<file path="config.mk">
export PLATFORM = sky130hd
export DESIGN_NAME = muldiv_sched
export DESIGN_NICKNAME = d
export VERILOG_FILES = /design/src/rtl/muldiv_sched.sv
export SDC_FILE = /design/constraint.sdc
export NUM_CORES = 1
export LEC_CHECK = 0
export ABC_AREA = 1
export CAP_MARGIN = 0
export CORE_UTILIZATION = 49
export DETAILED_ROUTE_END_ITERATION = 8
export HOLD_SLACK_MARGIN = 0.1
export PLACE_DENSITY = 0.8
export SLEW_MARGIN = 30
export SYNTH_ARGS = -nofsm -noshare
export SYNTH_HDL_FRONTEND = slang
export SYNTH_SLANG_ARGS = --single-unit
export TNS_END_PERCENT = 50
</file>
<file path="constraint.sdc">
create_clock -name clk -period 2.5 [get_ports clk]
set_clock_uncertainty 0.05 [all_clocks]
set_input_delay 0.375 -clock clk [delete_from_list [all_inputs] [get_ports clk]]
set_output_delay 0.375 -clock clk [all_outputs]
set_load 0.05 [all_outputs]
</file>
<file path="src/rtl/muldiv_sched.sv">
// muldiv_sched: E-stage sequencer that starts the iterative multiplier/divider, stalls until done,
// and commits exactly one HI/LO write (plain, MADD/MSUB accumulate, or MTHI/MTLO) per instruction.
module muldiv_sched #(
   parameter int DW   = 32,
   parameter int OP_W = 4
) (
   input  logic            clk,
   input  logic            rst,
   input  logic            req_valid_i,
   input  logic [OP_W-1:0] op_i,
   input  logic [DW-1:0]   src_a_i,
   input  logic [DW-1:0]   src_b_i,
   input  logic            pipe_stall_i,
   input  logic            flush_i,
   input  logic            excp_i,
   output logic            mul_start_o,
   output logic            mul_sign_o,
   input  logic            mul_ready_i,
   input  logic [2*DW-1:0] mul_res_i,
   output logic            div_start_o,
   output logic            div_sign_o,
   input  logic            div_ready_i,
   input  logic [2*DW-1:0] div_res_i,
   output logic            unit_flush_o,
   input  logic [2*DW-1:0] hilo_rdata_i,
   output logic            hilo_we_o,
   output logic [1:0]      hilo_sel_o,
   output logic [2*DW-1:0] hilo_wdata_o,
   output logic            stall_o,
   output logic [DW-1:0]   mul_lo_o
);
   typedef enum logic [1:0] {IDLE, MBUSY, DBUSY, DONE} state_t;
   localparam logic [OP_W-1:0] OP_MULT  = OP_W'(1);
   localparam logic [OP_W-1:0] OP_MULTU = OP_W'(2);
   localparam logic [OP_W-1:0] OP_DIV   = OP_W'(3);
   localparam logic [OP_W-1:0] OP_DIVU  = OP_W'(4);
   localparam logic [OP_W-1:0] OP_MADD  = OP_W'(5);
   localparam logic [OP_W-1:0] OP_MADDU = OP_W'(6);
   localparam logic [OP_W-1:0] OP_MSUB  = OP_W'(7);
   localparam logic [OP_W-1:0] OP_MSUBU = OP_W'(8);
   localparam logic [OP_W-1:0] OP_MUL   = OP_W'(9);
   localparam logic [OP_W-1:0] OP_MTHI  = OP_W'(10);
   localparam logic [OP_W-1:0] OP_MTLO  = OP_W'(11);
   state_t          state_q, state_d;
   logic [OP_W-1:0] op_q, op_d;
   logic [2*DW-1:0] res_q, res_d;
   logic            is_mul, is_div, is_sgn, unit_rdy;
   logic [2*DW-1:0] unit_res, acc;
   assign is_mul   = op_i inside {OP_MULT, OP_MULTU, OP_MADD, OP_MADDU, OP_MSUB, OP_MSUBU, OP_MUL};
   assign is_div   = op_i inside {OP_DIV, OP_DIVU};
   assign is_sgn   = op_i inside {OP_MULT, OP_DIV, OP_MADD, OP_MSUB, OP_MUL};
   assign unit_rdy = state_q == MBUSY ? mul_ready_i : div_ready_i;
   assign unit_res = state_q == MBUSY ? mul_res_i : div_res_i;
   // HI/LO is read at the commit cycle so an accumulate sees the latest architectural value
   assign acc = op_q inside {OP_MADD, OP_MADDU} ? hilo_rdata_i + res_q :
                op_q inside {OP_MSUB, OP_MSUBU} ? hilo_rdata_i - res_q : res_q;
   always_comb begin
      state_d      = state_q;
      op_d         = op_q;
      res_d        = res_q;
      mul_start_o  = 1'b0;
      mul_sign_o   = 1'b0;
      div_start_o  = 1'b0;
      div_sign_o   = 1'b0;
      unit_flush_o = 1'b0;
      hilo_we_o    = 1'b0;
      hilo_sel_o   = 2'b00;
      hilo_wdata_o = '0;
      stall_o      = 1'b0;
      mul_lo_o     = '0;
      case (state_q)
         IDLE: if (rst && req_valid_i && !flush_i) begin
            if (op_i == OP_MTHI || op_i == OP_MTLO) begin
               hilo_we_o    = ~excp_i & ~pipe_stall_i;
               hilo_sel_o   = op_i == OP_MTHI ? 2'b11 : 2'b10;
               hilo_wdata_o = op_i == OP_MTHI ? {src_a_i, {DW{1'b0}}} : {{DW{1'b0}}, src_a_i};
            end else if (is_mul || is_div) begin
               mul_start_o = is_mul;
               mul_sign_o  = is_mul & is_sgn;
               div_start_o = is_div;
               div_sign_o  = is_div & is_sgn;
               op_d        = op_i;
               state_d     = is_mul ? MBUSY : DBUSY;
               stall_o     = 1'b1;
            end
         end
         MBUSY, DBUSY: begin
            unit_flush_o = flush_i;
            stall_o      = ~flush_i;
            if (flush_i) state_d = IDLE;
            else if (unit_rdy) begin
               res_d   = unit_res;
               state_d = DONE;
            end
         end
         DONE: begin
            mul_lo_o = res_q[DW-1:0];
            if (flush_i) state_d = IDLE;
            else if (!pipe_stall_i) begin
               hilo_we_o    = ~excp_i & (op_q != OP_MUL);
               hilo_wdata_o = acc;
               state_d      = IDLE;
            end
         end
         default: state_d = IDLE;
      endcase
   end
   always_ff @(posedge clk or negedge rst) begin
      if (!rst) begin
         state_q <= IDLE;
         op_q    <= '0;
         res_q   <= '0;
      end else begin
         state_q <= state_d;
         op_q    <= op_d;
         res_q   <= res_d;
      end
   end
endmodule
</file>
==> flow_summary.yaml, run 1 <==
run_status:
  status: "did not finish"
  lastStage: "5_1_grt"
  tool.error: "[ERROR GRT-0232] Routing congestion too high. Check the congestion heatmap in the GUI."
logic_synthesis:
  synth_ff_type: "dfrtp_1"
  synth_top_cell_by_area: "nand2_1"
  synth_edf_count: 0
  synthAdderAreaFrac_pct: 9.294
  synthArstFlopShare_pct: 100.0
  syn_avg_cell_area_sq_um: 4.960
  yosysWarnings: 0
  synth_xor_area_share_pct: 1.416
  syn_area_sq_um: 17930
  synthMuxAreaShare_pct: 0
  synthTopCellsByArea: "nand2_1 (29%), inv_1 (17%), dfrtp_1 (9.8%)"
  synth_top_family_by_area: "simple AND/OR/NAND/NOR gates"
  yosysTopAreaCellShare_pct: 29.18
  postSynthCellCount: 3615
  yosys.area_share.simple_pct: 46.39
  synth-compound-area-share_pct: 12.43
  synth_cell_types: 44
  ys_ff_latch: 70
  ys_seq_area_share_pct: 9.768
  syn_nets: 4015
place:
  dpl_worst_slack_ns: -1.310
  port_buffers: 340
  gp_congestion: 1.159
  place_hpwl_um: 88190
global_route:
  track_usage_pct: 87.91
  grt_overflow: 972
  grt_max_degree: 81
die:
  io-pin-count: 373
  die_w_um: 193.3
  initial_core_util_pct: 50.05
  die_height_um: 193.3
  rows: 69
sta:
  grt_repair_worst_endpoint: "hilo_wdata_o[24]"
  worst_endpoint_kind: "output port"
clocking:
  cts_hold_buf: 0
  cts_buffers: 9
  clk_path_buf_depth: 2
  cts_num_sinks: 70
  clockRootBuffer: "clkbuf_16"
  htreeDepth: 3
-- metal layers --
| layer | track usage [%] | overflow |
|---|---|---|
| met1 | 84.25 | 19 |
| met5 | 47.89 | 2 |
| met2 | 104.9 | 629 |
| met3 | 74.02 | 18 |
| met4 | 93.30 | 304 |
-- metrics by stage --
| step | hold slack [ns] | util (%) | TNS (ns) | cells | cell area [sq um] |
|---|---|---|---|---|---|
| after detailed placement | 0.4807 | 80.17 | -64.16 | 4942 | 28730 |
| after floorplan | 0.02941 | - | -5.177 | 3615 | 19240 |
| after CTS | 0.2977 | 85.86 | -54.60 | 4982 | 30760 |
| after global placement | 0.4181 | 80.17 | -60.15 | 4942 | 28730 |
-- logic make-up after synthesis --
kind of cell	count (synthesis)
simple gates	2037
buf+inv	946
compound gates	401
fa+ha+maj	132
flops	70
xor+xnor	29
-- synthesized netlist by cell type (all sizes together), types with 19 or more instances --
cell type and count:
xor2 28, o21ai 114, dfrtp 70, a31oi 64, nand3 242, clkbuf 62
nand2 1414, nor3 28, a21oi 174, o211ai 19, nor2 320, inv 806
ha 130, buf 72
-- timing repair --
action | in CTS
gates resized for setup | 434
pin swaps | 128
endpoints found under the setup margin | 68
setup buffers | 26
==> run 2, diff against run 1 <==
--- a/config.mk
+++ b/config.mk
@@ -7,10 +7,9 @@
 export LEC_CHECK = 0
 export ABC_AREA = 1
 export CAP_MARGIN = 0
-export CORE_UTILIZATION = 49
+export CORE_UTILIZATION = 40
 export DETAILED_ROUTE_END_ITERATION = 8
-export HOLD_SLACK_MARGIN = 0.1
-export PLACE_DENSITY = 0.8
+export PLACE_DENSITY_LB_ADDON = 0.15
 export SLEW_MARGIN = 30
 export SYNTH_ARGS = -nofsm -noshare
 export SYNTH_HDL_FRONTEND = slang
==> constraint.sdc (replaced) <==
create_clock -name clk -period 3.25 [get_ports clk]
set_clock_uncertainty 0.05 [all_clocks]
set_input_delay 0.4875 -clock clk [delete_from_list [all_inputs] [get_ports clk]]
set_output_delay 0.4875 -clock clk [all_outputs]
set_load 0.05 [all_outputs]
==> run 2 against run 1 <==
The flow now finishes, with violations (setup timing). Synthesized cell count stayed put. Area after synthesis stayed put.
==> flow_summary.yaml, run 2 <==
clocking:
  cts_buffers: 9
  cts_num_sinks: 70
  clk_path_buf_depth: 2
  clkLatencyLatePin_ns: 0.35
  htreeDepth: 3
  cts_hold_buf: 0
  cts_tree: "done"
  clkTransAtPathRegs_ns: 0.06
  clockRootBuffer: "clkbuf_16"
global_route:
  use_met1_pct: 56.55
  top_usage_layer: "met2"
  grt_pass1_wl_um: 138900
  grtUsageMet2_pct: 61.15
  grt_pass1_vias: 23174
  grt_max_degree: 85
  grt_overflow: 0
  grtUsageMet3_pct: 13.28
  antenna_found_initial: 4
  track_usage_pct: 41.63
sta:
  period_needed_ns: 3.589
  finalSetupTns_ns: -12.62
  setup_viol: 61
  worst_slack_ns: -0.3394
  fin_crit_sh_pct: 110.4
  tightestPinTransition_ns: 0.7450
  rsz0062_at_grt: "true"
  hold_viol: 0
  max-slew-margin-rel_pct: 50.33
  timing.fmax_ghz: 0.2786
  slew_viol_final: 0
  whs_ns: 0.1275
worst_setup_path:
  critPathCaptureType: "primary output"
  crit_type: "register to primary output"
  path_common_cell: "nand2_1"
  crit_fanout: 4
  cp.required_ns: 2.71
  critPathMaxStageDelay_ns: 0.48
  cp_data_arrival_time_ns: 3.05
  path_cells: "buf_6 > ha_4 > inv_2 > fa_2 > nand2_2 > nand3_4 > nand3_2 > nand3b_1 > buf_6 > nand2_2 > nand2_1 > nand2_1 > nand3_1 > nand2_1 > nand3_1 > a21oi_1 > buf_4 > buf_12"
  slowest_stage: "dfrtp_2"
  critPathLaunchType: "register"
routing:
  final_antenna_net_count: 0
  drt_pass1_iterations: 6
  wire_per_inst_um: 19.44
  drtIter0Drc: 2473
  viasPerCell: 5.073
  drc_errors: 0
  vias: 25374
  route.final.wire_length_um: 97220
logic_synthesis:
  synth_common_cells: "nand2_1 (1394), inv_1 (789), nor2_1 (297), nand3_1 (228), a21oi_1 (170)"
  synth_ff_type: "dfrtp_1"
  postSynthCellCount: 3615
  syn_avg_cell_area_sq_um: 4.960
  synth_cell_types: 44
  synthArstFlopShare_pct: 100.0
  yosysTopAreaCellShare_pct: 29.18
  yosysWarnings: 0
  synth_top_cell_by_area: "nand2_1"
  synthMostInstantiatedCell: "nand2_1"
  ys_seq_area_share_pct: 9.768
  synthTopCellsByArea: "nand2_1 (29%), inv_1 (17%), dfrtp_1 (9.8%)"
  syn_area_sq_um: 17930
  synth_edf_count: 0
  syn_nets: 4015
  ys_ff_latch: 70
pwr:
  pwr-share-comb_pct: 89.9
  p_per_area_nw_per_um2: 985.7
  ir_drop_v: 0.0007295
  static-leakage-power_nw: 15.88
  seq_power_share_pct: 6.4
  power_frac_clock_pct: 3.7
  p_switching_mw: 16.76
  power_switching_share_pct: 58.02
  p_int_mw: 12.13
run_status:
  violations: "setup timing"
  status: "finished with violations"
worst_hold_path:
  hold_path.class: "input port to asynchronous set/reset pin"
die:
  rows: 77
  die_area_sq_um: 45680
  die_w_um: 213.7
  initial_core_util_pct: 40.55
  fp.coreArea_sq_um: 44220
  die_height_um: 213.7
  io-pin-count: 373
run:
  maxCapViolations: 0
final_layout:
  final_cell_mix: "nand2_1 (1278), inv_1 (738), buf_4 (556), nor2_1 (198), clkdlybuf4s50_1 (198)"
  regMostFlops: "res_q"
  nNetsFinal: 4804
  area_delta_synth_final_pct: 63.45
  layout_commonest_cell: "nand2_1"
  drive_above_1_share_pct: 28.46
  largest_register_ffs: 64
  largestRegisters: "res_q: 64 flops, op_q: 4 flops, state_q: 2 flops"
  final_util_pct: 66.28
place:
  place_hpwl_um: 82370
  port_buffers: 340
  dpl_worst_slack_ns: -0.7409
  gp_congestion: 1.072
==> run 2: path summary, 6_finish.rpt <==
check	startpoint	endpoint	slack, ns	cells past startpoint
worst min-delay path	rst	res_q[61]$_DFFE_PN0P_	0.13	2
worst min register to register	op_q[2]$_DFFE_PN0P_	op_q[2]$_DFFE_PN0P_	0.44	2
worst max register to register	state_q[0]$_DFFE_PN0P_	res_q[23]$_DFFE_PN0P_	0.75	7
max in group asynchronous	rst	res_q[14]$_DFFE_PN0P_	2.01	3
worst max-delay path	res_q[0]$_DFFE_PN0P_	hilo_wdata_o[54]	-0.34	18
min in group clk	op_q[2]$_DFFE_PN0P_	op_q[2]$_DFFE_PN0P_	0.44	2
==> run 2: kinds of logic (layout without fill, tap and decap cells) <==
logic type,Yosys count,count (layout),synth area share (%)
and+or+nand+nor,2037,2037,46.39
DFF,70,70,9.768
buffers and inverters,946,1740,20.70
AOI/OAI and AO/OA,401,401,12.43
other,0,1,0
xor gates and xnor gates,29,29,1.416
adders and majority gates,132,132,9.294
==> run 2: cell type report <==
class | count | area (sq um)
Antenna cell | 1 | 2.502
Fill cell | 4312 | 14910
Multi-Input combinational cell | 2599 | 14880
Timing Repair Buffer | 912 | 8547
Sequential cell | 70 | 1767
Clock buffer | 9 | 225.2
Clock inverter | 7 | 88.84
Tap cell | 592 | 740.7
Inverter | 812 | 3063
==> run 2: timing repair <==
item	CTS	global route
setup endpoints to repair	62	62
endpoints found under the hold margin	0	0
pin swaps	74	95
setup buffers	18	17
resized for setup	399	295
==> run 2: power by group through the flow <==
stage	Clock (mW)	Combinational (mW)	Sequential (mW)
CTS	1.07	23.9	1.77
finish	1.06	26.0	1.85
detailed placement	0	22.2	1.74
floorplan	0	11.9	1.66
global placement	0	22.2	1.72
global route	1.10	27.7	1.87
==> run 2: critical path, delay by kind of cell, from the launching register on <==
family / cells / cell delay [ns]
and+or+nand+nor: 10 / 0.89
AOI/OAI and AO/OA: 1 / 0.18
DFF: 1 / 0.48
adders and majority gates: 2 / 0.50
buffers and inverters: 5 / 0.65
==> run 2: per-stage QoR <==
step,cells,total power [mW],area [sq um]
floorplan,3615,13.59,18000
finish,5002,28.89,29310
CTS,4985,26.78,28200
detailed placement,4951,23.98,26400
global route,5001,30.65,29310
global placement,4951,23.94,26400
==> run 2: layer usage <==
| layer | part of all wire (%) | vias up |
|---|---|---|
| met2 | 41 | 1257 |
| met1 | 43 | 11536 |
| met5 | 0.047 | - |
| li1 | - | 12443 |
| met4 | 3.4 | 6 |
| met3 | 12 | 132 |
(Power assumes the default switching activity.)
